$ cat src/rtl/aes_pkg.sv
`default_nettype none
// +----------------------------------------------------------------------+
// | aes_pkg : shared widths and FSM encoding for the AES stream wrapper  |
// | Rev 1.0                                                              |
// +----------------------------------------------------------------------+
package aes_pkg;

  localparam int WORDS_PER_BLOCK = 4;
  localparam int AES_WORD_W      = 32;
  localparam int AES_BLOCK_W     = WORDS_PER_BLOCK * AES_WORD_W;

  typedef enum logic [2:0] {
    ST_LOAD_KEY  = 3'd0,
    ST_LOAD_DATA = 3'd1,
    ST_START     = 3'd2,
    ST_BUSY      = 3'd3,
    ST_DRAIN     = 3'd4
  } state_t;

endpackage
`default_nettype wire

$ cat src/rtl/aes_word_ser.sv
`default_nettype none
// +----------------------------------------------------------------------+
// | aes_word_ser : 128->32 load/shift serializer with valid/ready/last   |
// | Rev 1.0                                                              |
// +----------------------------------------------------------------------+
module aes_word_ser
  import aes_pkg::*;
(
  input  logic                   clk,
  input  logic                   rst_n,
  input  logic                   load,
  input  logic [AES_BLOCK_W-1:0] load_data,
  output logic [AES_WORD_W-1:0]  data,
  output logic                   valid,
  input  logic                   ready,
  output logic                   last,
  output logic                   done
);

  logic [AES_BLOCK_W-1:0] r_shift;
  logic [1:0]             r_cnt;
  logic                   r_valid;

  always_ff @(posedge clk) begin
    if (!rst_n) begin
      r_shift <= '0;
      r_cnt   <= 2'd0;
      r_valid <= 1'b0;
    end else if (load) begin
      r_shift <= load_data;
      r_cnt   <= 2'd0;
      r_valid <= 1'b1;
    end else if (r_valid && ready) begin
      // Most significant word leaves first; zeros backfill.
      r_shift <= {r_shift[AES_BLOCK_W-AES_WORD_W-1:0], {AES_WORD_W{1'b0}}};
      r_cnt   <= r_cnt + 2'd1;
      if (r_cnt == 2'd3) r_valid <= 1'b0;
    end
  end

  assign data  = r_shift[AES_BLOCK_W-1 -: AES_WORD_W];
  assign valid = r_valid;
  assign last  = r_valid && (r_cnt == 2'd3);
  assign done  = r_valid && ready && (r_cnt == 2'd3);

endmodule
`default_nettype wire

$ cat src/rtl/aes_stream_wrapper.sv
`default_nettype none
// +----------------------------------------------------------------------+
// | aes_stream_wrapper : word-serial key/plaintext loader and ciphertext |
// | drain around the iterative AES-128 core.          Rev 1.0            |
// +----------------------------------------------------------------------+
module aes_stream_wrapper
  import aes_pkg::*;
#(
  parameter int TIMEOUT = 16,
  parameter int W       = 32
) (
  input  logic         clk,
  input  logic         rst_n,
  input  logic         cfg_key_reuse,
  input  logic [W-1:0] s_data,
  input  logic         s_valid,
  output logic         s_ready,
  output logic [W-1:0] m_data,
  output logic         m_valid,
  input  logic         m_ready,
  output logic         m_last,
  output logic         core_start,
  output logic [127:0] core_key,
  output logic [127:0] core_data,
  input  logic         core_ready,
  input  logic [127:0] core_dout,
  output logic         key_valid,
  output logic         err
);

  localparam int TCW = $clog2(TIMEOUT);
  localparam logic [TCW-1:0] C_TLIMIT = TCW'(TIMEOUT - 1);

  state_t         r_state;
  state_t         w_next;
  logic [1:0]     r_wcnt;
  logic [TCW-1:0] r_tcnt;
  logic           r_seen_busy;
  logic           r_s_ready;
  logic           r_core_start;
  logic           r_key_valid;
  logic           r_err;
  logic [127:0]   r_core_key;
  logic [127:0]   r_core_data;

  logic w_beat;
  logic w_last_beat;
  logic w_timeout;
  logic w_capture;
  logic w_drain_done;
  logic w_keep_key;

  assign w_beat      = s_valid && r_s_ready;
  assign w_last_beat = w_beat && (r_wcnt == 2'd3);
  assign w_timeout   = (r_state == ST_START) && core_ready && (r_tcnt == C_TLIMIT);
  assign w_keep_key  = cfg_key_reuse && r_key_valid;

  always_ff @(posedge clk) begin
    if (!rst_n) r_state <= ST_LOAD_KEY;
    else        r_state <= w_next;
  end

  always_comb begin
    w_next    = r_state;
    w_capture = 1'b0;
    case (r_state)
      ST_LOAD_KEY:  if (w_last_beat) w_next = ST_LOAD_DATA;
      ST_LOAD_DATA: if (w_last_beat) w_next = ST_START;
      ST_START: begin
        if (!core_ready)                w_next = ST_BUSY;
        else if (r_tcnt == C_TLIMIT)    w_next = ST_LOAD_KEY;
      end
      ST_BUSY: begin
        if (core_ready && r_seen_busy) begin
          w_capture = 1'b1;
          w_next    = ST_DRAIN;
        end
      end
      ST_DRAIN: begin
        if (w_drain_done) w_next = w_keep_key ? ST_LOAD_DATA : ST_LOAD_KEY;
      end
      default: w_next = ST_LOAD_KEY;
    endcase
  end

  always_ff @(posedge clk) begin
    if (!rst_n) begin
      r_wcnt       <= 2'd0;
      r_tcnt       <= '0;
      r_seen_busy  <= 1'b0;
      r_s_ready    <= 1'b0;
      r_core_start <= 1'b0;
      r_key_valid  <= 1'b0;
      r_err        <= 1'b0;
      r_core_key   <= '0;
      r_core_data  <= '0;
    end else begin
      // Registered from the next state so the handshake lines never glitch.
      r_s_ready    <= (w_next == ST_LOAD_KEY) || (w_next == ST_LOAD_DATA);
      r_core_start <= (w_next == ST_START);
      r_tcnt       <= (r_state == ST_START) ? r_tcnt + TCW'(1) : '0;

      if (w_beat) r_wcnt <= r_wcnt + 2'd1;
      if (w_beat && r_state == ST_LOAD_KEY)  r_core_key  <= {r_core_key[95:0], s_data};
      if (w_beat && r_state == ST_LOAD_DATA) r_core_data <= {r_core_data[95:0], s_data};

      if (r_state == ST_LOAD_KEY && w_last_beat)             r_key_valid <= 1'b1;
      else if (w_timeout || (w_drain_done && !w_keep_key))   r_key_valid <= 1'b0;

      if (w_timeout) r_err <= 1'b1;

      if (r_state == ST_START && !core_ready) r_seen_busy <= 1'b1;
      else if (w_capture)                     r_seen_busy <= 1'b0;
    end
  end

  aes_word_ser u_ser (
    .clk       (clk),
    .rst_n     (rst_n),
    .load      (w_capture),
    .load_data (core_dout),
    .data      (m_data),
    .valid     (m_valid),
    .ready     (m_ready),
    .last      (m_last),
    .done      (w_drain_done)
  );

  assign s_ready    = r_s_ready;
  assign core_start = r_core_start;
  assign core_key   = r_core_key;
  assign core_data  = r_core_data;
  assign key_valid  = r_key_valid;
  assign err        = r_err;

endmodule
`default_nettype wire

$ cat config.mk
export PLATFORM = sky130hd
export DESIGN_NAME = aes_stream_wrapper
export DESIGN_NICKNAME = d
export VERILOG_FILES = /design/src/rtl/aes_pkg.sv /design/src/rtl/aes_word_ser.sv /design/src/rtl/aes_stream_wrapper.sv
export SDC_FILE = /design/constraint.sdc
export NUM_CORES = 1
export LEC_CHECK = 0
export CAP_MARGIN = 20
export CORE_UTILIZATION = 40
export CTS_CLUSTER_DIAMETER = 120
export CTS_CLUSTER_SIZE = 30
export DETAILED_ROUTE_END_ITERATION = 6
export PLACE_DENSITY = 0.75
export RECOVER_POWER = 100
export SLEW_MARGIN = 20
export SYNTH_ARGS = -nofsm -noshare
export SYNTH_HDL_FRONTEND = slang
export SYNTH_SLANG_ARGS = --single-unit
$ cat constraint.sdc
create_clock -name clk -period 1.53 [get_ports clk]
set_input_delay 0.306 -clock clk [delete_from_list [all_inputs] [get_ports clk]]
set_output_delay 0.306 -clock clk [all_outputs]
set_load 0.05 [all_outputs]
Yosys cells after proc, flatten, opt, wreduce, memory -nomap -nowiden. Cells that the tools add are included.

$add $sub $neg: 3. Multipliers: 0. Div/mod/pow operators: 0. $lt $le $gt $ge: 0. Equality and inequality tests: 9. Shift-type cells: 0. Mux-type cells: 19. Bitwise operators: 1. Reductions and logical operators: 27.

Operators by type and width (number): 2-to-1 mux 128 bit (2); 2-to-1 mux 3 bit (6); case mux 3 bit (5 select lines) (1); logical AND 1 bit (14); 2-to-1 mux 1 bit (10); == test 3 x 2 -> 1 bit, second input constant (3); nonzero test 2 bit (4); == test 3 x 1 -> 1 bit, second input constant (2); zero test 3 bit (2); adder 2 x 1 -> 2 bit, second input constant (2); adder 4 x 1 -> 4 bit, second input constant (1); == test 2 bit, second input constant (2); == test 4 bit, second input constant (1); AND reduction 2 bit (2); == test 3 bit, second input constant (1); zero test 1 bit (2); logical OR 1 bit (2); OR reduction 2 bit (1); NOT 1 bit (1).

Register bits: 401. Bits in latches: 0. RAM bits: 0. ROM bits: 0. Input port bits: 166. Output and inout bits: 294. Word-level logic and storage cells: 72. Memories kept: 0.

Depth between registers and ports, before layout.
Depth in word-level cells: 6. Depth in mapped cells: 7. Mapped depth without buffers: 5.

Hierarchy. A second synthesis with hierarchy kept.

Cell total of the unflattened synthesis: 1913. Area, all modules: 15835.2 um^2.

Modules (own cells, without submodules): aes_stream_wrapper (times used 1, cells an instance 1188, area an instance 10222.3 um^2, sequential area each 5405.2 um^2); aes_word_ser (times used 1, cells an instance 725, area an instance 5612.9 um^2, sequential area each 2622.5 um^2).

Worst setup path before layout. No wires, ideal clock.

Path kind: register -> output. From: register u_ser.r_valid, in the netlist u_ser.valid. To: output m_last. Arrival: 1.881 ns. Data required time: 1.224 ns. Path slack: -0.657 ns. Stages on the path, launching flop included: 5. Buffers on the path: 3. Path through: dfxtp_1 -> clkbuf_1 -> buf_2 -> clkbuf_1 -> and2_1.

Word-level cells in the longest chain between the ends: 1.

Ends and longest elaborated chain: start: declaration (line aes_word_ser.sv:22) `logic r_valid;`; start signal: assignment (line aes_word_ser.sv:28) `r_valid <= 1'b0;`; start signal: assignment (line aes_word_ser.sv:32) `r_valid <= 1'b1;`; start signal: assignment (line aes_word_ser.sv:37) `if (r_cnt == 2'd3) r_valid <= 1'b0;`; logical AND 1 bit (line aes_word_ser.sv:43) `assign last = r_valid && (r_cnt == 2'd3);`; end: declaration (line aes_stream_wrapper.sv:21) `output logic m_last,`.

No other way between the ends.

Worst setup path after layout.
From: register r_state[1]. To: register u_ser.r_shift[117].

Word-level cells in the longest chain between the ends: 3. Elaborated cells between the ends (all ways): 4. Those cells by class: eq/ne: 1; mux: 2; reduce/logical: 1.

Ends and longest elaborated chain: start: declaration (line aes_stream_wrapper.sv:34) `state_t r_state;`; start signal: assignment (line aes_stream_wrapper.sv:60) `else r_state <= w_next;`; == test 3 x 2 -> 1 bit (*) (line aes_stream_wrapper.sv:66) `case (r_state)`; 2-to-1 mux 1 bit (*) (line aes_stream_wrapper.sv:66); 2-to-1 mux 128 bit or nonzero test 2 bit (tied branches); end signal: assignment (line aes_word_ser.sv:30) `r_shift <= load_data;`; end signal: assignment (line aes_word_ser.sv:35) `r_shift <= {r_shift[AES_BLOCK_W-AES_WORD_W-1:0], {AES_WORD_W{1'b0}}};`; end: declaration (line aes_word_ser.sv:20) `logic [AES_BLOCK_W-1:0] r_shift;`.

Mark *: on every way between the ends. The rest lies on a longest branch, timed or not. A chain may end at the register's enable or synchronous reset.

==> results.md <==
* Final WL at 67000 um
* GRT overflow at 0
* Status: finished with violations
* CP Capture Type: flip-flop
* Slowest CP cell: dfxtp_4
* Synthesized Nets at between 2000 and 2500
* Placeable Area at 0.0368 mm^2
* GRT Total Usage at 28.0%
* Hold Path Depth at 4
* Max Clock Freq at 568 MHz
* H-Tree Depth at 1
* Filler cells at about 2200
* Worst Hold Path EP: u_ser.r_cnt[1]
* Initial antenna violation count at 9
* WHS at 297 ps
* Clk sink count at around 400
* DR WL/cell at approximately 23 um
* Final hold violation count at 0
* Critical Path Most Common Cell: buf_6
* Min cycle time layout at ~1800 ps
* Final WS setup at -231 ps
* Critical Path Max Stage Delay at 370 ps
* Reg-to-reg endpoint: u_ser.r_shift[117]
* M1 WL at 23300 um
* Final core utilization at 74.5%
* CTS Root Cell: clkbuf_16
* First-pass GRT wire length at 84900 um
* WP data required at between 1500 and 2000 ps
* Ys async rst share at 0%
* HPWL after DPL at 40200 um
* Period utilization at 115%
* Initial DRC Count at 1599
* Die X-Extent at 196 um
* Post-Synthesis Cells at approximately 1900
* Hold_sp: m_ready
* Reg-to-Reg Start: r_state[1]
* Psw at 4.49 mW
* Post-synth EDFFs at 0
* GPL Wtd Cong at 0.890
* Synth-to-Final Area Change at 82.3%
* Layout Skew at 21.6 ps
* Seq/Total Area, Yosys at 53.4%
* Die area at 0.0384 mm^2
* Area of the multi-input gates at 0.00791 mm^2
* DRC at 0
* Max-cap violations at 0
* Clock buffer depth at 3
* Final total power at roughly 18 mW
* Switching Share at about a quarter
* Final slew viol count at 0
* Reg area at about 0.0081 mm^2
* RSZ-0062 raised after global routing: yes
* Cells along the critical path: buf_6 -> nor2b_4 -> nand4_1 -> buf_6 -> buf_12 -> buf_8 -> nor2_1 -> a311oi_1
* Port bufs at 459
* Number of synthesis warnings at 0
* Final std cells w/o fill at 2866
* ANT nets after route at 0
* Top layer in use: met5
* Dpl cells at 2755
* Setup crit start kind: flip-flop
* Via count at around 17000
* Num rows at 70
* Drt pass-1 iters at 7
* Critical path class: flip-flop to flip-flop
* Clock-pin slew on the worst setup and hold paths at 120 ps
* Tightest Pin Transition at about 550 ps
* Final instance area at 0.0274 mm^2
* Worst vdd ir at a little under 0.9 mV
* Setup_tns at -18770 ps
* Clock latency on the worst-skew pair at 550 ps
* Failing checks: negative setup slack
* Num CTS Buffers at 17
* Leakage at 10.4 nW
* Seq pwr share at 59.0%
* Met3 WL at 6470 um
* #FFs+latches synth at 401
* Cell family with most CP delay: buffers and inverters
* Die height at 196 um
* Synth cell types at 29
* CP arrival at between 2000 and 2500 ps
* Setup-failing EPs final at 311
* Worst-path fanout max at 9
* Synthesized area at 0.0150 mm^2
* Combinational group share of total power at about a tenth
* Crit path buf inv count at 4
* Worst reg-to-reg setup slack at -230 ps
* Nets at 2556
* Reg2Reg Depth at 8
* Share of post-route cells with drive strength above 1 at 37.0%
* DP Worst Slack at -419 ps
* Worst min-delay path category: input port to flip-flop
* Io pins at 460
* Via/cell ratio at roughly 5.8
* Vias in the first global route at 15000
* Largest net degree at the start of global routing at 45
* Rel. slew slack at 63.3%
* Post-synth top flop: dfxtp_1
* Clock power frac at 30.7%
* TritonCTS clock tree: done
* Pwr Density at 655 mW/mm^2
* Post-CTS Hold Fix Bufs at 0
* Met2 WL post-DR at 32800 um
* Pint at 13.5 mW
* Area after DPL at 0.0235 mm^2
* Initial Util at 40.9%
* Syn Area/Cell at a little under 8 um^2
-- power groups by stage --
stage / sequential, mW / combinational (mW) / clock, mW
after detailed placement: 10.8 / 1.56 / 0
after global routing: 10.6 / 1.90 / 5.90
after global placement: 10.8 / 1.55 / 0
final: 10.6 / 1.84 / 5.51
after floorplan: 11.0 / 0.346 / 0
after CTS: 10.6 / 1.63 / 5.53
-- layout by cell type, fill, tap and decap left out, drive strengths merged, types with 3 or more instances in the layout --
cell	instances
nand4	4
a21oi	295
and3	3
clkdlybuf4s50	164
o21ai	3
clkbuf	47
dfxtp	401
buf	459
and2	3
nand2	649
ha	3
xor2	3
nor4	3
nor2	109
a311oi	96
diode	9
nand3	134
-- how the worst max path moves through the flow --
stage                   startpoint                 end  depth (start not counted)
finish                  r_state[1]  u_ser.r_shift[117]                          8
global route            r_state[1]  u_ser.r_shift[117]                          8
CTS                 u_ser.r_cnt[0]              m_last                          3
detailed placement         s_valid        core_key[42]                          7
global placement           s_valid       core_data[57]                          7
floorplan              u_ser.valid              m_last                          4
-- kinds of logic (layout without fill, tap and decap cells) --
kind of cell | Yosys count | after routing | synth area share (%)
fa+ha+maj | 3 | 3 | 0.250
other cells | 0 | 9 | 0
flops | 401 | 401 | 53.4
compound gates | 397 | 397 | 15.7
xor+xnor | 4 | 4 | 0.233
simple gates | 909 | 909 | 24.3
buf+inv | 198 | 675 | 6.22
-- timing repair --
action,in CTS,in global routing
endpoints found under the setup margin,232,363
gates resized for setup,83,443
setup buffers,17,16
pin swaps,18,188
cloned,14,39
-- layer usage --
| metal | track usage, % | vias to the layer above |
|---|---|---|
| li1 | - | 7344 |
| met1 | 32.2 | 7944 |
| met2 | 47.6 | 1011 |
| met3 | 7.37 | 274 |
| met4 | 14.7 | 2 |
| met5 | 0 | - |
-- synth_stat cells, types with 2 or more instances --
cell      instances  area, um^2
nand2_1         649        2440
dfxtp_1         401        8030
a21oi_1         295        1480
nand3_1         134         671
nor2_1          109         409
clkbuf_1        103         387
a311oi_1         96         841
buf_2            52         260
buf_4            32         240
buf_1             8        30.0
nand4_1           4        25.0
and2_1            3        18.8
and3_1            3        18.8
ha_1              3        37.5
o21ai_0           3        15.0
xor2_1            3        26.3
nor4_2            2        25.0
-- sequential cells by signal, summed over array words and instances, names as in the netlist --
| signal | flops |
|---|---|
| err | 1 |
| s_ready | 1 |
| core_data | 128 |
| u_ser.valid | 1 |
| u_ser.r_shift | 128 |
| u_ser.r_cnt | 2 |
| r_wcnt | 2 |
| key_valid | 1 |
| core_start | 1 |
| r_tcnt | 4 |
| r_state | 3 |
| core_key | 128 |
| r_seen_busy | 1 |
-- layout make-up --
type | instances | area share, %
repair buffers | 652 | 37.8
clock inverters | 3 | 0.123
diodes | 9 | 0.0821
inverters | 2 | 0.0684
multi-input cells | 1313 | 28.8
clock buffers | 18 | 1.57
flip-flops and latches | 401 | 29.4
well taps | 468 | 2.14
-- worst reg2reg max path, cell delays in order (launching register included) --
cell	delay (ps)
dfxtp_4	370
buf_6	110
nor2b_4	130
nand4_1	110
buf_6	180
buf_12	200
buf_8	140
nor2_1	50
a311oi_1	340
Power figures use the tool's default switching activity.
